$ cat config.mk
export PLATFORM = sky130hd
export DESIGN_NAME = mbus_rf_responder_flat
export DESIGN_NICKNAME = d
export VERILOG_FILES = /design/src/rtl/mbus_rf_responder_if.sv /design/src/rtl/mbus_rf_responder.sv /design/src/flat_wrapper.sv
export SDC_FILE = /design/constraint.sdc
export NUM_CORES = 1
export LEC_CHECK = 0
export ABC_AREA = 1
export CORE_MARGIN = 2
export CORE_UTILIZATION = 45
export DETAILED_ROUTE_END_ITERATION = 10
export PLACE_DENSITY = 0.77
export SLEW_MARGIN = 20
export SYNTH_ARGS = -nofsm -noshare
export SYNTH_HDL_FRONTEND = slang
export SYNTH_SLANG_ARGS = --single-unit
export TNS_END_PERCENT = 20
$ cat constraint.sdc
create_clock -name i_clk -period 9.2 [get_ports i_clk]
set_clock_uncertainty 0.15 [all_clocks]
set_input_delay 1.84 -clock i_clk [delete_from_list [all_inputs] [get_ports i_clk]]
set_output_delay 1.84 -clock i_clk [all_outputs]
set_load 0.05 [all_outputs]
$ cat src/rtl/mbus_rf_responder_if.sv
// MBUS member-side RX/TX bus between the bus controller and a layer responder.
// The slave modport is the responder's view; master is the controller's view.
interface mbus_rf_responder_if;
    logic [31:0] rx_addr;
    logic [31:0] rx_data;
    logic        rx_req;
    logic        rx_ack;
    logic        rx_pend;
    logic        rx_broadcast;
    logic        rx_fail;
    logic [31:0] tx_addr;
    logic [31:0] tx_data;
    logic        tx_req;
    logic        tx_ack;
    logic        tx_pend;
    logic        tx_priority;
    logic        tx_succ;
    logic        tx_fail;
    logic        tx_resp_ack;

    modport slave (
        input  rx_addr, rx_data, rx_req, rx_pend, rx_broadcast, rx_fail,
        input  tx_ack, tx_succ, tx_fail,
        output rx_ack,
        output tx_addr, tx_data, tx_req, tx_pend, tx_priority, tx_resp_ack
    );

    modport master (
        output rx_addr, rx_data, rx_req, rx_pend, rx_broadcast, rx_fail,
        output tx_ack, tx_succ, tx_fail,
        input  rx_ack,
        input  tx_addr, tx_data, tx_req, tx_pend, tx_priority, tx_resp_ack
    );
endinterface

$ cat src/rtl/mbus_rf_responder.sv
// MBUS layer responder: RF-write messages load a NUM_REGS x 24-bit register
// file, RF-read messages stream register contents back over the TX interface.
module mbus_rf_responder #(
    parameter int         NUM_REGS      = 8,
    parameter logic [3:0] RF_WRITE_FUID = 4'h0,
    parameter logic [3:0] RF_READ_FUID  = 4'h1
) (
    input  logic                     i_clk,
    input  logic                     i_rst,
    mbus_rf_responder_if.slave       io_bus,
    output logic [NUM_REGS*24-1:0]   o_rf_data,
    output logic [NUM_REGS-1:0]      o_rf_load,
    output logic                     o_busy
);

    typedef enum logic [2:0] {
        S_IDLE,
        S_RX_HOLD,
        S_TX_REQ,
        S_TX_WAITACK,
        S_TX_WAITRESP,
        S_TX_RESPACK
    } state_t;

    state_t        r_state;
    state_t        w_next;

    logic [23:0]   r_rf [NUM_REGS];
    logic [NUM_REGS-1:0] r_rf_load;
    logic          r_rd_pending;
    logic [7:0]    r_start;
    logic [7:0]    r_cnt_m1;
    logic [7:0]    r_reply_addr;
    logic [7:0]    r_dest;
    logic [7:0]    r_idx;
    logic [31:0]   r_tx_addr;
    logic [31:0]   r_tx_data;
    logic          r_tx_pend;

    logic          w_rx_accept;
    logic [3:0]    w_fuid;
    logic [7:0]    w_wr_idx;
    logic          w_load_word;
    logic [7:0]    w_word_idx;
    logic [8:0]    w_rd_idx;
    logic [23:0]   w_rd_val;

    assign w_fuid      = io_bus.rx_addr[3:0];
    assign w_wr_idx    = io_bus.rx_data[31:24];
    assign w_rx_accept = (r_state == S_IDLE) && io_bus.rx_req && !io_bus.rx_broadcast;

    always_ff @(posedge i_clk or posedge i_rst) begin
        if (i_rst) begin
            r_state <= S_IDLE;
        end else begin
            r_state <= w_next;
        end
    end

    // w_load_word marks the edge on which TX_REQ rises for a reply word.
    always_comb begin
        w_next      = r_state;
        w_load_word = 1'b0;
        w_word_idx  = r_idx + 8'd1;
        case (r_state)
            S_IDLE: begin
                if (io_bus.rx_req) w_next = S_RX_HOLD;
            end
            S_RX_HOLD: begin
                if (!io_bus.rx_req) begin
                    if (r_rd_pending && !io_bus.rx_fail) begin
                        w_next      = S_TX_REQ;
                        w_load_word = 1'b1;
                        w_word_idx  = 8'd0;
                    end else begin
                        w_next = S_IDLE;
                    end
                end
            end
            S_TX_REQ: begin
                if (io_bus.tx_fail)     w_next = S_TX_RESPACK;
                else if (io_bus.tx_ack) w_next = S_TX_WAITACK;
            end
            S_TX_WAITACK: begin
                if (io_bus.tx_fail) begin
                    w_next = S_TX_RESPACK;
                end else if (!io_bus.tx_ack) begin
                    if (r_idx == r_cnt_m1) begin
                        w_next = S_TX_WAITRESP;
                    end else begin
                        w_next      = S_TX_REQ;
                        w_load_word = 1'b1;
                    end
                end
            end
            S_TX_WAITRESP: begin
                if (io_bus.tx_succ || io_bus.tx_fail) w_next = S_TX_RESPACK;
            end
            S_TX_RESPACK: begin
                if (!io_bus.tx_succ && !io_bus.tx_fail) w_next = S_IDLE;
            end
            default: w_next = S_IDLE;
        endcase
    end

    // Indices past the last register read as zero rather than wrapping.
    always_comb begin
        w_rd_idx = {1'b0, r_start} + {1'b0, w_word_idx};
        w_rd_val = '0;
        for (int k = 0; k < NUM_REGS; k++) begin
            if (w_rd_idx == 9'(k)) w_rd_val = r_rf[k];
        end
    end

    always_ff @(posedge i_clk or posedge i_rst) begin
        if (i_rst) begin
            for (int k = 0; k < NUM_REGS; k++) r_rf[k] <= '0;
            r_rf_load    <= '0;
            r_rd_pending <= 1'b0;
            r_start      <= '0;
            r_cnt_m1     <= '0;
            r_reply_addr <= '0;
            r_dest       <= '0;
            r_idx        <= '0;
            r_tx_addr    <= '0;
            r_tx_data    <= '0;
            r_tx_pend    <= 1'b0;
        end else begin
            r_rf_load <= '0;
            if (w_rx_accept && w_fuid == RF_WRITE_FUID) begin
                for (int k = 0; k < NUM_REGS; k++) begin
                    if (w_wr_idx == 8'(k)) begin
                        r_rf[k]      <= io_bus.rx_data[23:0];
                        r_rf_load[k] <= 1'b1;
                    end
                end
            end else if (w_rx_accept && w_fuid == RF_READ_FUID) begin
                r_rd_pending <= 1'b1;
                r_start      <= io_bus.rx_data[31:24];
                r_cnt_m1     <= io_bus.rx_data[23:16];
                r_reply_addr <= io_bus.rx_data[15:8];
                r_dest       <= io_bus.rx_data[7:0];
            end
            if (r_state == S_RX_HOLD && io_bus.rx_fail) r_rd_pending <= 1'b0;
            if (w_load_word) begin
                r_rd_pending <= 1'b0;
                r_idx        <= w_word_idx;
                r_tx_addr    <= {24'h0, r_reply_addr};
                r_tx_data    <= {r_dest + w_word_idx, w_rd_val};
                r_tx_pend    <= (w_word_idx != r_cnt_m1);
            end
        end
    end

    for (genvar g = 0; g < NUM_REGS; g++) begin : g_flat
        assign o_rf_data[24*g +: 24] = r_rf[g];
    end

    assign io_bus.rx_ack      = (r_state == S_RX_HOLD);
    assign io_bus.tx_req      = (r_state == S_TX_REQ);
    assign io_bus.tx_resp_ack = (r_state == S_TX_RESPACK);
    assign io_bus.tx_priority = 1'b0;
    assign io_bus.tx_addr     = r_tx_addr;
    assign io_bus.tx_data     = r_tx_data;
    assign io_bus.tx_pend     = r_tx_pend;
    assign o_rf_load          = r_rf_load;
    assign o_busy             = (r_state != S_IDLE);

endmodule

$ cat src/flat_wrapper.sv
// flat-port wrapper written by rule: the top's interface ports become plain ports
module mbus_rf_responder_flat 
#(
    parameter int         NUM_REGS      = 8,
    parameter logic [3:0] RF_WRITE_FUID = 4'h0,
    parameter logic [3:0] RF_READ_FUID  = 4'h1
)
  (i_clk, i_rst, o_rf_data, o_rf_load, o_busy, io_bus_rx_addr, io_bus_rx_data, io_bus_rx_req, io_bus_rx_pend, io_bus_rx_broadcast, io_bus_rx_fail, io_bus_tx_ack, io_bus_tx_succ, io_bus_tx_fail, io_bus_rx_ack, io_bus_tx_addr, io_bus_tx_data, io_bus_tx_req, io_bus_tx_pend, io_bus_tx_priority, io_bus_tx_resp_ack);
  mbus_rf_responder_if io_bus_i ();
  input  logic i_clk;
  input  logic i_rst;
  output logic [NUM_REGS*24-1:0] o_rf_data;
  output logic [NUM_REGS-1:0] o_rf_load;
  output logic o_busy;
  input wire logic [$bits(io_bus_i.rx_addr)-1:0] io_bus_rx_addr;
  input wire logic [$bits(io_bus_i.rx_data)-1:0] io_bus_rx_data;
  input wire logic [$bits(io_bus_i.rx_req)-1:0] io_bus_rx_req;
  input wire logic [$bits(io_bus_i.rx_pend)-1:0] io_bus_rx_pend;
  input wire logic [$bits(io_bus_i.rx_broadcast)-1:0] io_bus_rx_broadcast;
  input wire logic [$bits(io_bus_i.rx_fail)-1:0] io_bus_rx_fail;
  input wire logic [$bits(io_bus_i.tx_ack)-1:0] io_bus_tx_ack;
  input wire logic [$bits(io_bus_i.tx_succ)-1:0] io_bus_tx_succ;
  input wire logic [$bits(io_bus_i.tx_fail)-1:0] io_bus_tx_fail;
  output wire logic [$bits(io_bus_i.rx_ack)-1:0] io_bus_rx_ack;
  output wire logic [$bits(io_bus_i.tx_addr)-1:0] io_bus_tx_addr;
  output wire logic [$bits(io_bus_i.tx_data)-1:0] io_bus_tx_data;
  output wire logic [$bits(io_bus_i.tx_req)-1:0] io_bus_tx_req;
  output wire logic [$bits(io_bus_i.tx_pend)-1:0] io_bus_tx_pend;
  output wire logic [$bits(io_bus_i.tx_priority)-1:0] io_bus_tx_priority;
  output wire logic [$bits(io_bus_i.tx_resp_ack)-1:0] io_bus_tx_resp_ack;
  assign io_bus_i.rx_addr = io_bus_rx_addr;
  assign io_bus_i.rx_data = io_bus_rx_data;
  assign io_bus_i.rx_req = io_bus_rx_req;
  assign io_bus_i.rx_pend = io_bus_rx_pend;
  assign io_bus_i.rx_broadcast = io_bus_rx_broadcast;
  assign io_bus_i.rx_fail = io_bus_rx_fail;
  assign io_bus_i.tx_ack = io_bus_tx_ack;
  assign io_bus_i.tx_succ = io_bus_tx_succ;
  assign io_bus_i.tx_fail = io_bus_tx_fail;
  assign io_bus_rx_ack = io_bus_i.rx_ack;
  assign io_bus_tx_addr = io_bus_i.tx_addr;
  assign io_bus_tx_data = io_bus_i.tx_data;
  assign io_bus_tx_req = io_bus_i.tx_req;
  assign io_bus_tx_pend = io_bus_i.tx_pend;
  assign io_bus_tx_priority = io_bus_i.tx_priority;
  assign io_bus_tx_resp_ack = io_bus_i.tx_resp_ack;
  mbus_rf_responder #(.NUM_REGS(NUM_REGS), .RF_WRITE_FUID(RF_WRITE_FUID), .RF_READ_FUID(RF_READ_FUID)) u_core (.i_clk(i_clk), .i_rst(i_rst), .io_bus(io_bus_i), .o_rf_data(o_rf_data), .o_rf_load(o_rf_load), .o_busy(o_busy));
endmodule
==> run metrics <==
status finished clean; Nets 1940; CP Max Fanout 96; initial antenna violation count 0; CTS tree done; RSZ-0062 raised after global routing no; antenna cells 0; DRC 0; Worst Max-Slew Pin Slew 1.06 ns; Critical Path Start Type input pin; Core ar. 0.0298 sq mm; Port Buf Inserts 288; # IOs 343; Cell Pwr Density 223 mW/mm^2; CP max-delay cell nand3_1; starting density of the core 45.9%; top cells by area, synth dfrtp_1 (52%), nand2_1 (13%), nand4_1 (6.6%), o21ai_0 (6.6%), inv_1 (2.9%); Post-synth EDFFs 0; Tot GR Track Use 26.7%; register area share after synthesis 52.1%; vias in the first global route 11700; largest net degree at the start of global routing 147; post-synth top area share 52.1%; setup ws final 2.83 ns; Tightest Hold Check Type reg -> reg; via/cell ratio 5.46; Finished Core Util 58.8%; crit share post-route 69.2%; post_cts resized 0; Clk Latency, worst-skew pair 0.58 ns; setup TNS 0 ns; GR Overflow Total 0; routed via count 12300; crit-path cells clkdlybuf4s50_1 > inv_1 > nand3_2 > inv_1 > nor3_1 > ha_1 > a21oi_1 > nand2_1 > a21oi_2 > nand2_1 > nor2_4 > buf_4 > nand3_1 > nor2_1 > nor2_1 > nand4_1 > nand2_1 > nand2_1; Placed Cells 2207; first-pass GRT wire length 66000 microns; most numerous cell in the Yosys netlist nand2_1; final hold vios 0; GP Congestion 0.917; fill count 2614; Final Slew Violations 0; crit path DAT 6.71 ns; crit-path max cell delay 0.88 ns; post-route insts no fill 2260; Peak Freq 157 MHz; Yosys top cell by area dfrtp_1; post-place setup slack 2.34 ns; worst setup path category in -> reg; routed wire length 42700 microns; Sink Count 285; leakage 0.00784 uW; min Tclk post-route 6.37 ns; layout cell share with drive strength beyond 1 4.92%; DRT iter0 DRCs 1007; CTS max path bufs 3; most repeated library cell on the critical path nand2_1; Post-CTS Setup Bufs 0; DRT Pass-1 Iters 5; Mapped Avg Cell Area 8.47 sq um; Crit. End Element flop; final setup vio count 0; Mapped Area 0.0137 sq mm; clock root cell clkbuf_16; CTS Buf Count 30; Max Cap Viol 0; CTS Hold Buffers Added 0; DR WL/cell 18.9 microns; Die Y-Extent 178 microns; max reg flops 192; Slew headroom 29.2%; distinct cell type count after synthesis 41; post-detail-place hpwl 29800 microns; Worst IR Drop VDD 0.000184 V; Area growth, synth to finish 28.0%; Die Wd 178 microns; Final ANT Viol Nets 0; Die Area 0.0318 sq mm; Yosys warning count 0; cells after synthesis 1615; most frequent cells after synthesis nand2_1 (480), dfrtp_1 (285), o21ai_0 (180); Yosys reg bits 285; ys async rst share 100%; # rows 63; Clock Pin Slew Worst Setup and Hold Paths 0.06 ns; top_reg_cell synth dfrtp_1; Worst Path Required 9.54 ns; htree depth 1
==> through the flow <==
stage,total power (uW),hold slack [ns],cell area [sq um]
after floorplan,2350,0.299,13800
after global placement,2610,0.310,16500
after detailed placement,2640,0.308,16500
after CTS,3910,0.323,17500
after global routing,4110,0.342,17500
final,3900,0.320,17500
==> area by class of cell <==
class,count,area [sq um],share of cell area [%]
inverters,109,413,2.36
clock buffers,47,925,5.28
well taps,390,488,2.79
multi-input cells,1125,5460,31.2
clock inverters,6,123,0.700
flip-flops and latches,285,7130,40.7
repair buffers,298,2970,17.0
==> critical path, delay by kind of cell <==
kind | cells | cell delay, ns
simple gates | 11 | 2.65
fa+ha+maj | 1 | 0.41
buf+inv | 4 | 1.38
compound gates | 2 | 0.41
==> power by group <==
part | switching [uW] | internal [uW]
combinational | 865 | 347
sequential | 77.2 | 1340
clock | 502 | 769
total | 1440 | 2460
==> path summary, 6_finish.rpt <==
| path | from | end | slack, ns | cells after the start |
|---|---|---|---|---|
| worst min register to register | u_core.io_bus.tx_data[24] | u_core.io_bus.tx_data[24] | 0.32 | 2 |
| worst max-delay path | io_bus_rx_req | u_core.io_bus.tx_data[12] | 2.83 | 18 |
| min in group asynchronous | i_rst | u_core.o_rf_data[40] | 1.73 | 3 |
| worst max register to register | u_core.r_state[2] | u_core.io_bus.tx_data[12] | 3.97 | 20 |
| worst min-delay path | u_core.io_bus.tx_data[24] | u_core.io_bus.tx_data[24] | 0.32 | 2 |
| max in group asynchronous | i_rst | u_core.r_rd_pending | 5.65 | 4 |
==> metal layers <==
layer	vias up	share of wire, %	global-route usage [%]	wire length (microns)
met5	-	0	0	0
met4	0	4.3	10.3	1840
met3	106	8.6	6.80	3690
met2	539	44	40.4	18700
met1	5900	43	37.1	18500
li1	5794	-	-	-
==> cells by family after synthesis <==
| kind of cell | after synthesis | synth area share, % |
|---|---|---|
| muxes | 4 | 0.329 |
| AOI/OAI and AO/OA | 266 | 9.95 |
| and+or+nand+nor | 795 | 25.8 |
| xor gates and xnor gates | 17 | 1.09 |
| adders and majority gates | 18 | 1.76 |
| DFF | 285 | 52.1 |
| buffers and inverters | 229 | 8.92 |
| other | 1 | 0.0274 |
==> cells in the final DEF, fill, tap and decap left out, drive strengths merged <==
cell,netlist,layout
nor2,98,98
nand2,482,482
o211ai,4,4
ha,16,16
fa,2,2
xnor2,9,9
and3b,1,1
nor3,21,21
nand3,37,37
conb,1,25
bufinv,0,3
a31oi,1,1
mux2,4,4
and3,3,3
a221oi,1,1
o21ai,245,245
a21oi,12,12
nor4,4,4
clkinv,0,2
a22oi,1,1
nand4,145,145
buf,92,10
clkbuf,28,47
dfrtp,285,285
o21bai,1,1
clkdlybuf4s50,0,288
o21a,1,1
or2,4,4
inv,109,108
xor2,8,8
clkinvlp,0,2
No activity file was read; power rests on OpenSTA's default activity.
